## config.mk

```make
export PLATFORM = sky130hd
export DESIGN_NAME = cmd_frame_rx
export DESIGN_NICKNAME = d
export VERILOG_FILES = /design/src/rtl/cmd_frame_rx_pkg.sv /design/src/rtl/cmd_frame_rx_rx.sv /design/src/rtl/cmd_frame_rx.sv
export SDC_FILE = /design/constraint.sdc
export NUM_CORES = 1
export LEC_CHECK = 0
export ABC_AREA = 1
export CAP_MARGIN = 20
export CORE_UTILIZATION = 44
export CTS_CLUSTER_DIAMETER = 60
export CTS_CLUSTER_SIZE = 8
export DETAILED_ROUTE_END_ITERATION = 6
export GPL_TIMING_DRIVEN = 0
export PLACE_DENSITY_LB_ADDON = 0.1
export SYNTH_ARGS = -nofsm -noshare
export SYNTH_HDL_FRONTEND = slang
export SYNTH_SLANG_ARGS = --single-unit
export TNS_END_PERCENT = 5
```

## constraint.sdc

```tcl
create_clock -name i_clk -period 2.68 [get_ports i_clk]
set_input_delay 0.268 -clock i_clk [delete_from_list [all_inputs] [get_ports i_clk]]
set_output_delay 0.268 -clock i_clk [all_outputs]
set_load 0.03 [all_outputs]
```

## src/rtl/cmd_frame_rx_pkg.sv

```systemverilog
// Shared types and constants for the UART command frame receiver.
// Holds the FSM state encodings, abort cause codes and the default sync marker.
package cmd_frame_rx_pkg;

  typedef enum logic [2:0] {
    S_HUNT,
    S_ACK,
    S_ADDR,
    S_DATA,
    S_CSUM,
    S_DONE
  } frame_state_e;

  typedef enum logic [1:0] {
    RX_IDLE,
    RX_START,
    RX_BITS,
    RX_STOP
  } rx_state_e;

  localparam logic [1:0] ERR_CSUM     = 2'd1;
  localparam logic [1:0] ERR_TIMEOUT  = 2'd2;
  localparam logic [1:0] ERR_LINE     = 2'd3;
  localparam logic [7:0] SYNC_DEFAULT = 8'hA5;

  function automatic int max_int(input int a, input int b);
    return (a > b) ? a : b;
  endfunction

endpackage

```

## src/rtl/cmd_frame_rx_rx.sv

```systemverilog
// UART byte receiver (8N1, LSB first). A good byte raises rx_avail until rx_ack;
// a low stop bit produces a 1-cycle rx_err instead of a byte.
module cmd_frame_rx_rx
  import cmd_frame_rx_pkg::*;
#(
  parameter int BAUD_DIV = 128
) (
  input  logic       i_clk,
  input  logic       rst,
  input  logic       uart_rx,
  input  logic       rx_ack,
  output logic [7:0] rx_data,
  output logic       rx_avail,
  output logic       rx_err
);

  localparam int BW = $clog2(BAUD_DIV);

  rx_state_e   st_q, st_d;
  logic [1:0]  sync_q, sync_d;
  logic [BW-1:0] baud_q, baud_d;
  logic [2:0]  bit_q, bit_d;
  logic [7:0]  shift_q, shift_d;
  logic [7:0]  data_q, data_d;
  logic        avail_q, avail_d;
  logic        err_q, err_d;
  logic        rxs;

  assign rxs = sync_q[1];

  always_comb begin
    st_d    = st_q;
    sync_d  = {sync_q[0], uart_rx};
    baud_d  = baud_q;
    bit_d   = bit_q;
    shift_d = shift_q;
    data_d  = data_q;
    avail_d = avail_q & ~rx_ack;
    err_d   = 1'b0;
    case (st_q)
      RX_IDLE: begin
        if (!rxs) begin
          st_d   = RX_START;
          baud_d = BW'(BAUD_DIV / 2 - 1);
        end
      end
      RX_START: begin
        // Re-check at mid start bit so a glitch does not start a byte.
        if (baud_q == '0) begin
          if (!rxs) begin
            st_d   = RX_BITS;
            baud_d = BW'(BAUD_DIV - 1);
            bit_d  = 3'd0;
          end else begin
            st_d = RX_IDLE;
          end
        end else begin
          baud_d = baud_q - 1'b1;
        end
      end
      RX_BITS: begin
        if (baud_q == '0) begin
          shift_d = {rxs, shift_q[7:1]};
          baud_d  = BW'(BAUD_DIV - 1);
          if (bit_q == 3'd7) st_d = RX_STOP;
          else               bit_d = bit_q + 1'b1;
        end else begin
          baud_d = baud_q - 1'b1;
        end
      end
      RX_STOP: begin
        if (baud_q == '0) begin
          st_d = RX_IDLE;
          if (rxs) begin
            data_d  = shift_q;
            avail_d = 1'b1;
          end else begin
            err_d = 1'b1;
          end
        end else begin
          baud_d = baud_q - 1'b1;
        end
      end
      default: st_d = RX_IDLE;
    endcase
  end

  always_ff @(posedge i_clk) begin
    if (!rst) begin
      st_q    <= RX_IDLE;
      sync_q  <= 2'b11;
      baud_q  <= '0;
      bit_q   <= '0;
      shift_q <= '0;
      data_q  <= '0;
      avail_q <= 1'b0;
      err_q   <= 1'b0;
    end else begin
      st_q    <= st_d;
      sync_q  <= sync_d;
      baud_q  <= baud_d;
      bit_q   <= bit_d;
      shift_q <= shift_d;
      data_q  <= data_d;
      avail_q <= avail_d;
      err_q   <= err_d;
    end
  end

  assign rx_data  = data_q;
  assign rx_avail = avail_q;
  assign rx_err   = err_q;

endmodule

```

## src/rtl/cmd_frame_rx.sv

```systemverilog
// Frame receiver: sync hunt, address/data collection, optional checksum, and
// timeout / line error aborts, presenting one command strobe per good frame.
//   state  | meaning
//   HUNT   | idle, dropping bytes until the sync marker
//   ACK    | acknowledge the byte just taken, then go to ret_q
//   ADDR   | collecting address bytes, MSB first
//   DATA   | collecting data bytes, LSB first
//   CSUM   | waiting for the checksum byte
//   DONE   | command or checksum error presented this cycle
module cmd_frame_rx
  import cmd_frame_rx_pkg::*;
#(
  parameter int         BAUD_DIV    = 128,
  parameter int         ADDR_BYTES  = 1,
  parameter int         DATA_BYTES  = 2,
  parameter logic [7:0] SYNC_BYTE   = SYNC_DEFAULT,
  parameter int         USE_CSUM    = 1,
  parameter int         TIMEOUT_CYC = 65536
) (
  input  logic                    i_clk,
  input  logic                    rst,
  input  logic                    uart_rx,
  output logic                    cmd_en,
  output logic [8*ADDR_BYTES-1:0] cmd_addr,
  output logic [8*DATA_BYTES-1:0] cmd_data,
  output logic                    cmd_err,
  output logic [1:0]              err_code,
  output logic                    busy
);

  localparam int AW = 8 * ADDR_BYTES;
  localparam int DW = 8 * DATA_BYTES;
  localparam int CW = $clog2(max_int(ADDR_BYTES, DATA_BYTES) + 1);
  localparam int TW = $clog2(TIMEOUT_CYC + 1);

  logic [7:0] rx_data;
  logic       rx_avail, rx_err, rx_ack;

  cmd_frame_rx_rx #(.BAUD_DIV(BAUD_DIV)) u_rx (
    .i_clk    (i_clk),
    .rst      (rst),
    .uart_rx  (uart_rx),
    .rx_ack   (rx_ack),
    .rx_data  (rx_data),
    .rx_avail (rx_avail),
    .rx_err   (rx_err)
  );

  frame_state_e  st_q, st_d, ret_q, ret_d;
  logic [CW-1:0] cnt_q, cnt_d;
  logic [TW-1:0] tmo_q, tmo_d;
  logic [7:0]    sum_q, sum_d, csum_total;
  logic [AW-1:0] addr_sh_q, addr_sh_d, cmd_addr_q, cmd_addr_d;
  logic [DW-1:0] data_sh_q, data_sh_d, cmd_data_q, cmd_data_d;
  logic          csum_bad_q, csum_bad_d;
  logic          busy_q, busy_d;
  logic          cmd_en_q, cmd_en_d, cmd_err_q, cmd_err_d;
  logic [1:0]    err_code_q, err_code_d;

  assign rx_ack     = (st_q == S_ACK);
  assign csum_total = sum_q + rx_data;

  always_comb begin
    st_d       = st_q;
    ret_d      = ret_q;
    cnt_d      = cnt_q;
    tmo_d      = tmo_q;
    sum_d      = sum_q;
    addr_sh_d  = addr_sh_q;
    data_sh_d  = data_sh_q;
    csum_bad_d = csum_bad_q;
    busy_d     = busy_q;
    cmd_en_d   = 1'b0;
    cmd_err_d  = 1'b0;
    err_code_d = err_code_q;
    cmd_addr_d = cmd_addr_q;
    cmd_data_d = cmd_data_q;
    case (st_q)
      S_HUNT: begin
        if (rx_avail) begin
          st_d  = S_ACK;
          ret_d = S_HUNT;
          if (rx_data == SYNC_BYTE) begin
            ret_d      = S_ADDR;
            busy_d     = 1'b1;
            cnt_d      = '0;
            tmo_d      = '0;
            sum_d      = '0;
            csum_bad_d = 1'b0;
          end
        end
      end
      S_ADDR, S_DATA, S_CSUM: begin
        // Line errors win over a simultaneous timeout; any pending byte is still acked.
        if (rx_err || (!rx_avail && tmo_q == TW'(TIMEOUT_CYC - 1))) begin
          cmd_err_d  = 1'b1;
          err_code_d = rx_err ? ERR_LINE : ERR_TIMEOUT;
          busy_d     = 1'b0;
          ret_d      = S_HUNT;
          st_d       = rx_avail ? S_ACK : S_HUNT;
        end else if (rx_avail) begin
          st_d  = S_ACK;
          tmo_d = '0;
          if (st_q == S_ADDR) begin
            sum_d = csum_total;
            for (int i = 0; i < ADDR_BYTES; i++)
              if (cnt_q == CW'(ADDR_BYTES - 1 - i)) addr_sh_d[8*i +: 8] = rx_data;
            if (cnt_q == CW'(ADDR_BYTES - 1)) begin
              cnt_d = '0;
              ret_d = S_DATA;
            end else begin
              cnt_d = cnt_q + 1'b1;
              ret_d = S_ADDR;
            end
          end else if (st_q == S_DATA) begin
            sum_d = csum_total;
            for (int i = 0; i < DATA_BYTES; i++)
              if (cnt_q == CW'(i)) data_sh_d[8*i +: 8] = rx_data;
            if (cnt_q == CW'(DATA_BYTES - 1)) begin
              cnt_d = '0;
              ret_d = (USE_CSUM != 0) ? S_CSUM : S_DONE;
            end else begin
              cnt_d = cnt_q + 1'b1;
              ret_d = S_DATA;
            end
          end else begin
            csum_bad_d = (csum_total != 8'h00);
            ret_d      = S_DONE;
          end
        end else begin
          tmo_d = tmo_q + 1'b1;
        end
      end
      S_ACK: begin
        st_d = ret_q;
        // Registering the result here puts cmd_en/cmd_err and busy=0 in the DONE cycle.
        if (ret_q == S_DONE) begin
          busy_d = 1'b0;
          if (csum_bad_q) begin
            cmd_err_d  = 1'b1;
            err_code_d = ERR_CSUM;
          end else begin
            cmd_en_d   = 1'b1;
            cmd_addr_d = addr_sh_q;
            cmd_data_d = data_sh_q;
          end
        end
      end
      S_DONE:  st_d = S_HUNT;
      default: st_d = S_HUNT;
    endcase
  end

  always_ff @(posedge i_clk) begin
    if (!rst) begin
      st_q       <= S_HUNT;
      ret_q      <= S_HUNT;
      cnt_q      <= '0;
      tmo_q      <= '0;
      sum_q      <= '0;
      addr_sh_q  <= '0;
      data_sh_q  <= '0;
      csum_bad_q <= 1'b0;
      busy_q     <= 1'b0;
      cmd_en_q   <= 1'b0;
      cmd_err_q  <= 1'b0;
      err_code_q <= '0;
      cmd_addr_q <= '0;
      cmd_data_q <= '0;
    end else begin
      st_q       <= st_d;
      ret_q      <= ret_d;
      cnt_q      <= cnt_d;
      tmo_q      <= tmo_d;
      sum_q      <= sum_d;
      addr_sh_q  <= addr_sh_d;
      data_sh_q  <= data_sh_d;
      csum_bad_q <= csum_bad_d;
      busy_q     <= busy_d;
      cmd_en_q   <= cmd_en_d;
      cmd_err_q  <= cmd_err_d;
      err_code_q <= err_code_d;
      cmd_addr_q <= cmd_addr_d;
      cmd_data_q <= cmd_data_d;
    end
  end

  assign cmd_en   = cmd_en_q;
  assign cmd_err  = cmd_err_q;
  assign err_code = err_code_q;
  assign cmd_addr = cmd_addr_q;
  assign cmd_data = cmd_data_q;
  assign busy     = busy_q;

endmodule
```

=== Word level (Yosys, flattened, before mapping) ===
Cells that the tools add are included.

* Reduce and logical (&&, ||, !) cells: 30
* Add/sub/neg operators: 5
* Equal/unequal tests: 32
* Bitwise operators: 5
* Mux-type cells: 78

{| class="wikitable"
|+ Operator list
! cell !! count
|-
| 2-to-1 mux 17 bit || 4
|-
| 2-to-1 mux 8 bit || 6
|-
| 2-to-1 mux 2 bit || 18
|-
| 2-to-1 mux 3 bit || 12
|-
| 2-to-1 mux 7 bit || 5
|-
| case mux 17 bit (2 select lines) || 1
|-
| case mux 7 bit (4 select lines) || 1
|-
| != test 2 bit (second input constant) || 11
|-
| 2-to-1 mux 1 bit || 21
|-
| AND reduction 5 bit || 4
|-
| AND reduction 3 bit || 6
|-
| AND reduction 6 bit || 3
|-
| adder 17 x 1 -> 17 bit (second input constant) || 1
|-
| == test 17 x 16 -> 1 bit (second input constant) || 1
|-
| case mux 8 bit (2 select lines) || 1
|-
| != test 2 x 1 -> 1 bit (second input constant) || 6
|-
| case mux 3 bit (2 select lines) || 2
|-
| == test 3 bit (second input constant) || 3
|-
| case mux 3 bit (3 select lines) || 1
|-
| adder 8 bit || 1
|-
| == test 8 bit (second input constant) || 1
|-
| case mux 2 bit (2 select lines) || 2
|-
| case mux 2 bit (4 select lines) || 1
|-
| AND reduction 4 bit || 2
|-
| 25 further kinds || 36
|}

* Word-level logic and storage cells: 173
* Output and inout bits: 29
* Bits in registers: 119
* Input port bits: 3

=== Longest topological paths before layout ===
Gate-level depths: netlist (run 1).

* Word-level depth: 7
* Depth in mapped cells: 19
* Gate-level depth less buffers: 18

=== By module ===
Synthesis (run 1) repeated with hierarchy kept, for this count alone.

* Cells, all modules: 756
* Area total of the unflattened synthesis: 5490.3 sq um

{| class="wikitable"
|+ By module, submodules not included
! module !! area each (sq um) !! seq. area each (sq um) !! cells an instance !! times used
|-
| cmd_frame_rx || 3981.3 || 1741.7 || 559 || 1
|-
| cmd_frame_rx_rx || 1508.9 || 640.6 || 197 || 1
|}

=== Worst setup path before layout (run 1) ===
No wires, ideal clock.

* Path type: reg2reg
* From: register tmo_q[0]
* To: register tmo_q[5]
* Arrival: 2134 ps
* Stages on the path, launching flop included: 19
* Slack: 477 ps
* Buffers on the path: 0
* Library setup time: 70 ps
* Path through: dfxtp_1 ha_1 nand2_1 inv_1 nand3_1 inv_1 nand2_1 nor4_1 ha_1 nand2_1 nand2_1 nand2_4 inv_4 nor2_4 nand3_1 nand2_2 inv_4 nand2_1 a21oi_1

* Longest elaborated chain between the ends: 5
* Elaborated cells on any way between the ends: 9
* Classes of those cells: 1 x add/sub; 2 x eq/ne; 3 x mux; 3 x reduce/logical

{| class="wikitable"
|+ RTL lines
! item !! RTL line !! RTL
|-
| from (decl) || cmd_frame_rx.sv:51 || <nowiki>logic [TW-1:0] tmo_q, tmo_d;</nowiki>
|-
| from (signal assigned) || cmd_frame_rx.sv:174 || <nowiki>tmo_q <= tmo_d;</nowiki>
|-
| parallel branches: the longest is 5 deep, another holds adder 17 x 1 -> 17 bit || n/a ||
|}

Parallel ways; which one is timed is not known. The select of a mux whose other input is x is not followed.
A chain may end at the register's enable or synchronous reset.

=== Worst setup path after layout (run 1) ===
* From: register tmo_q[0]
* To: register tmo_q[3]

The elaborated chain is that of the path after synthesis.

==> impl_results.rst, run 1 <==
.. list-table::
   :header-rows: 1

   * - Metric
     - Value
   * - Total DRC errors in the routed layout
     - 0
   * - GP Congestion
     - 0.8455
   * - Count of input and output buffers
     - 31
   * - H-tree level count
     - 4
   * - Number of distinct library cells after synthesis
     - 39
   * - CP Data Required Time
     - 3.02 ns
   * - Most repeated cell in the gate-level netlist after synthesis
     - nor2_1
   * - Post-CTS clock slew at the launch and capture registers of the worst setup and hold paths
     - 0.05 ns
   * - Leakage dissipation
     - 0.002872 uW
   * - Sort of element at the end of the critical path
     - flip-flop
   * - Critical-path cell list
     - ha_2 > nand2_1 > inv_1 > nand3_2 > inv_1 > nand2_1 > nor4_2 > ha_1 > nand2_1 > nand2_2 > nand2_4 > inv_4 > nor2_4 > nand3_1 > nand2_4 > buf_4 > a21oi_1
   * - Cell family with most CP delay
     - simple AND/OR/NAND/NOR gates
   * - Crit path DAT
     - 2.76 ns
   * - Slowest stage cell, crit path
     - dfxtp_1
   * - Starting Density
     - 45.39%
   * - Slew at the pin closest to its max-slew limit
     - 0.6746 ns
   * - DRT antenna net count
     - 0
   * - Wire length per cell after detailed routing
     - 12.88 um
   * - Number of warnings issued by yosys
     - 0
   * - Ratio of final minimum period to clock period
     - 90.33%
   * - Post-synthesis area per instance
     - 7.281 sq um
   * - Maximum clock path buffer count
     - 2
   * - Overall power
     - 4591 uW
   * - Ys flop type
     - dfxtp_1
   * - Boundary pin count
     - 32
   * - Synthesized instance count
     - 752
   * - RSZ-0062 raised after global routing
     - false
   * - Vias per std cell
     - 4.953
   * - Crit path setup slack, layout
     - 0.2592 ns
   * - Buffers and inverters on the worst path
     - 4
   * - Overall die width
     - 113.6 um
   * - Number of synthesized flops with an enable pin
     - 0
   * - Highest clock frequency the design can meet
     - 413.1 MHz
   * - Number of antenna violations at the first check in global routing
     - 0
   * - Total of endpoints with negative setup slack in the final report
     - 0
   * - Area added between synthesis and finish
     - 22.21%
   * - HPWL after DPL
     - 9.003 mm
   * - FP Rows
     - 40
   * - Critical Setup Path Class
     - flip-flop to flip-flop
   * - Path type of the worst min-delay path
     - flip-flop to flip-flop
   * - Cell chosen for the clock root
     - clkbuf_16
   * - Post-layout min period
     - 2.421 ns
   * - Total of flip-flops plus latches after synthesis
     - 119
   * - Largest net degree at the start of global routing
     - 17
   * - Total inserted antenna cells
     - 0
   * - Total Routed Length
     - 12.68 mm
   * - Number of nets in the layout
     - 828
   * - Area share of the largest cell type after synthesis
     - 43.51%
   * - Overall Global Routing Usage
     - 21.52%
   * - Worst-case vdd ir drop
     - 0.5117 mV
   * - Max-slew headroom at the worst pin
     - 55.03%
   * - Clock Skew
     - 0.01106 ns
   * - Number of non-filler instances in the completed layout
     - 985
   * - Total die area
     - 12890 sq um
   * - Final core occ
     - 55.48%
   * - Register Area
     - 2382 sq um
   * - Number of CTS-inserted buffers
     - 17
   * - Total instance count after detailed placement
     - 951
   * - Outcome
     - finished, final reports clean
   * - Number of hold violations in the final report
     - 0
   * - Vias in the first global route
     - 4748
   * - Synthesized Nets
     - 776
   * - Pwr Density
     - 686.0 nW/um^2
   * - Maximum fanout along the worst path
     - 6
   * - Worst hold slack
     - 0.4198 ns
   * - Global route total overflow
     - 0
   * - Number of sinks handled by clock tree synthesis
     - 119
   * - Clock latency reported for the late side of the worst-skew pair
     - 0.42 ns
   * - Launching element type of the critical path
     - flip-flop
   * - Leading post-synthesis cells by instance count
     - nor2_1, nand2_1, dfxtp_1
   * - Cell with the most instances on the worst path
     - nand2_1
   * - Max-slew violation total from the final report
     - 0
   * - Max-cap violations
     - 0
   * - Sequential area share after synthesis
     - 43.51%
   * - Area of the mapped netlist
     - 5475 sq um
   * - Area of the multi-input gates
     - 2696 sq um
   * - Initial DRC Count
     - 226
   * - Longest individual stage delay on the worst path
     - 0.36 ns
   * - Synth top area cells
     - dfxtp_1, nor2_1, nand2_1, o21ai_0, a21oi_1
   * - Height of the die
     - 113.6 um
   * - Synth async-reset ratio
     - 0%
   * - Fill cells
     - 1158
   * - First-pass GRT wire length
     - 21.82 mm
   * - Number of detailed-routing iterations run before antenna repair
     - 5
   * - Core region area
     - 12060 sq um
   * - Routed via count
     - 4879
   * - Pre-CTS setup slack
     - -0.01532 ns
   * - CTS tree
     - built
   * - Top cell type by total area after synthesis
     - dfxtp_1
   * - Ratio of cells with drive above 1 in the final layout
     - 9.914%
==> flip-flops by register name, indices dropped and copies added (netlist names), 8 cells and up, named ones only <==
register and count:
tmo_q 17, cmd_addr 8, cmd_data 16, u_rx.shift_q 8
addr_sh_q 8, data_sh_q 16, sum_q 8, u_rx.rx_data 8
==> path summary, 6_finish.rpt <==
kind,from,endpoint,slack (ns),cells after the start
min reg2reg,u_rx.sync_q[0]$_SDFF_PN1_,u_rx.sync_q[1]$_SDFF_PN1_,0.42,1
max reg2reg,tmo_q[0]$_SDFFE_PN0P_,tmo_q[3]$_SDFFE_PN0P_,0.26,17
max,tmo_q[0]$_SDFFE_PN0P_,tmo_q[3]$_SDFFE_PN0P_,0.26,17
min,u_rx.sync_q[0]$_SDFF_PN1_,u_rx.sync_q[1]$_SDFF_PN1_,0.42,1
==> cells by family (layout without fill, tap and decap cells) <==
logic type / count (synthesis) / after routing / synth area share (%)
AO/OA/AOI/OAI: 153 / 153 / 14.74
XOR/XNOR: 6 / 6 / 0.9598
adder cells (fa/ha/maj): 21 / 21 / 4.936
buffers and inverters: 99 / 164 / 7.632
flip-flops: 119 / 119 / 43.51
AND/OR/NAND/NOR: 354 / 354 / 28.22
==> power by group <==
part	internal, uW	total (uW)	switching, uW
sequential	1800	1820	24.3
clock	1700	2510	808
combinational	93.9	260	166
total	3590	4590	998
==> layout by cell type, fill, tap and decap left out, types with 4 or more instances in the layout <==
cell / Yosys / layout
a21oi_1: 57 / 57
or2_2: 7 / 7
inv_1: 68 / 68
nor2_4: 4 / 4
nand2_1: 123 / 122
a21oi_2: 4 / 4
ha_1: 20 / 19
clkdlybuf4s50_1: 0 / 31
inv_2: 5 / 5
bufinv_16: 0 / 5
o21ai_0: 79 / 79
clkbuf_1: 15 / 17
xor2_1: 4 / 4
buf_6: 5 / 5
nand4_1: 6 / 6
nor2_1: 146 / 146
nor2_2: 4 / 4
dfxtp_1: 119 / 119
clkbuf_16: 0 / 17
nand2_2: 6 / 6
nand3_1: 39 / 38
nor3_1: 8 / 8
==> worst reg2reg max path: cells and delay by family (launching register included) <==
| kind | cells | cell delay, ns |
|---|---|---|
| AND/OR/NAND/NOR | 10 | 1.01 |
| buffers and inverters | 4 | 0.47 |
| adder cells (fa/ha/maj) | 2 | 0.43 |
| flip-flops | 1 | 0.36 |
| AO/OA/AOI/OAI | 1 | 0.10 |
==> repair_timing <==
item,4_1_cts,5_1_grt
setup endpoints to repair,9,26
gates resized for setup,2,4
hold buffers,0,0
setup buffers,0,2
==> layout make-up <==
cell class,count,share of cell area (%)
multi-input combinational,534,40.30
sequential,119,35.60
clock buffer,21,6.881
timing repair buffer,33,4.862
inverter,75,4.319
tap,168,3.141
clock inverter,11,2.936
buffer,24,1.963
==> metal layers <==
| layer | GRT usage, % | share of wire [%] | vias to the layer above |
|---|---|---|---|
| met4 | 7.368 | 1.0 | 0 |
| met1 | 25.72 | 46 | 2247 |
| met5 | 0 | 0 | - |
| met3 | 6.164 | 3.0 | 12 |
| met2 | 36.95 | 49 | 64 |
| li1 | - | - | 2556 |
==> through the flow <==
| stage | cell area [sq um] | setup TNS (ns) |
|---|---|---|
| detailed placement | 5996 | -0.04771 |
| global route | 6691 | 0 |
| finish | 6691 | 0 |
| floorplan | 5475 | 0 |
| CTS | 6660 | 0 |
| global placement | 5996 | -0.03583 |
(Power assumes the default switching activity.)
==> run 2: changes to the inputs <==
--- a/config.mk
+++ b/config.mk
@@ -9,7 +9,6 @@
 export CAP_MARGIN = 20
 export CORE_UTILIZATION = 44
 export CTS_CLUSTER_DIAMETER = 60
-export CTS_CLUSTER_SIZE = 8
 export DETAILED_ROUTE_END_ITERATION = 6
 export GPL_TIMING_DRIVEN = 0
 export PLACE_DENSITY_LB_ADDON = 0.1
==> results of run 2 <==
Same layout as run 1: the final DEF is identical, and so are final timing and power.
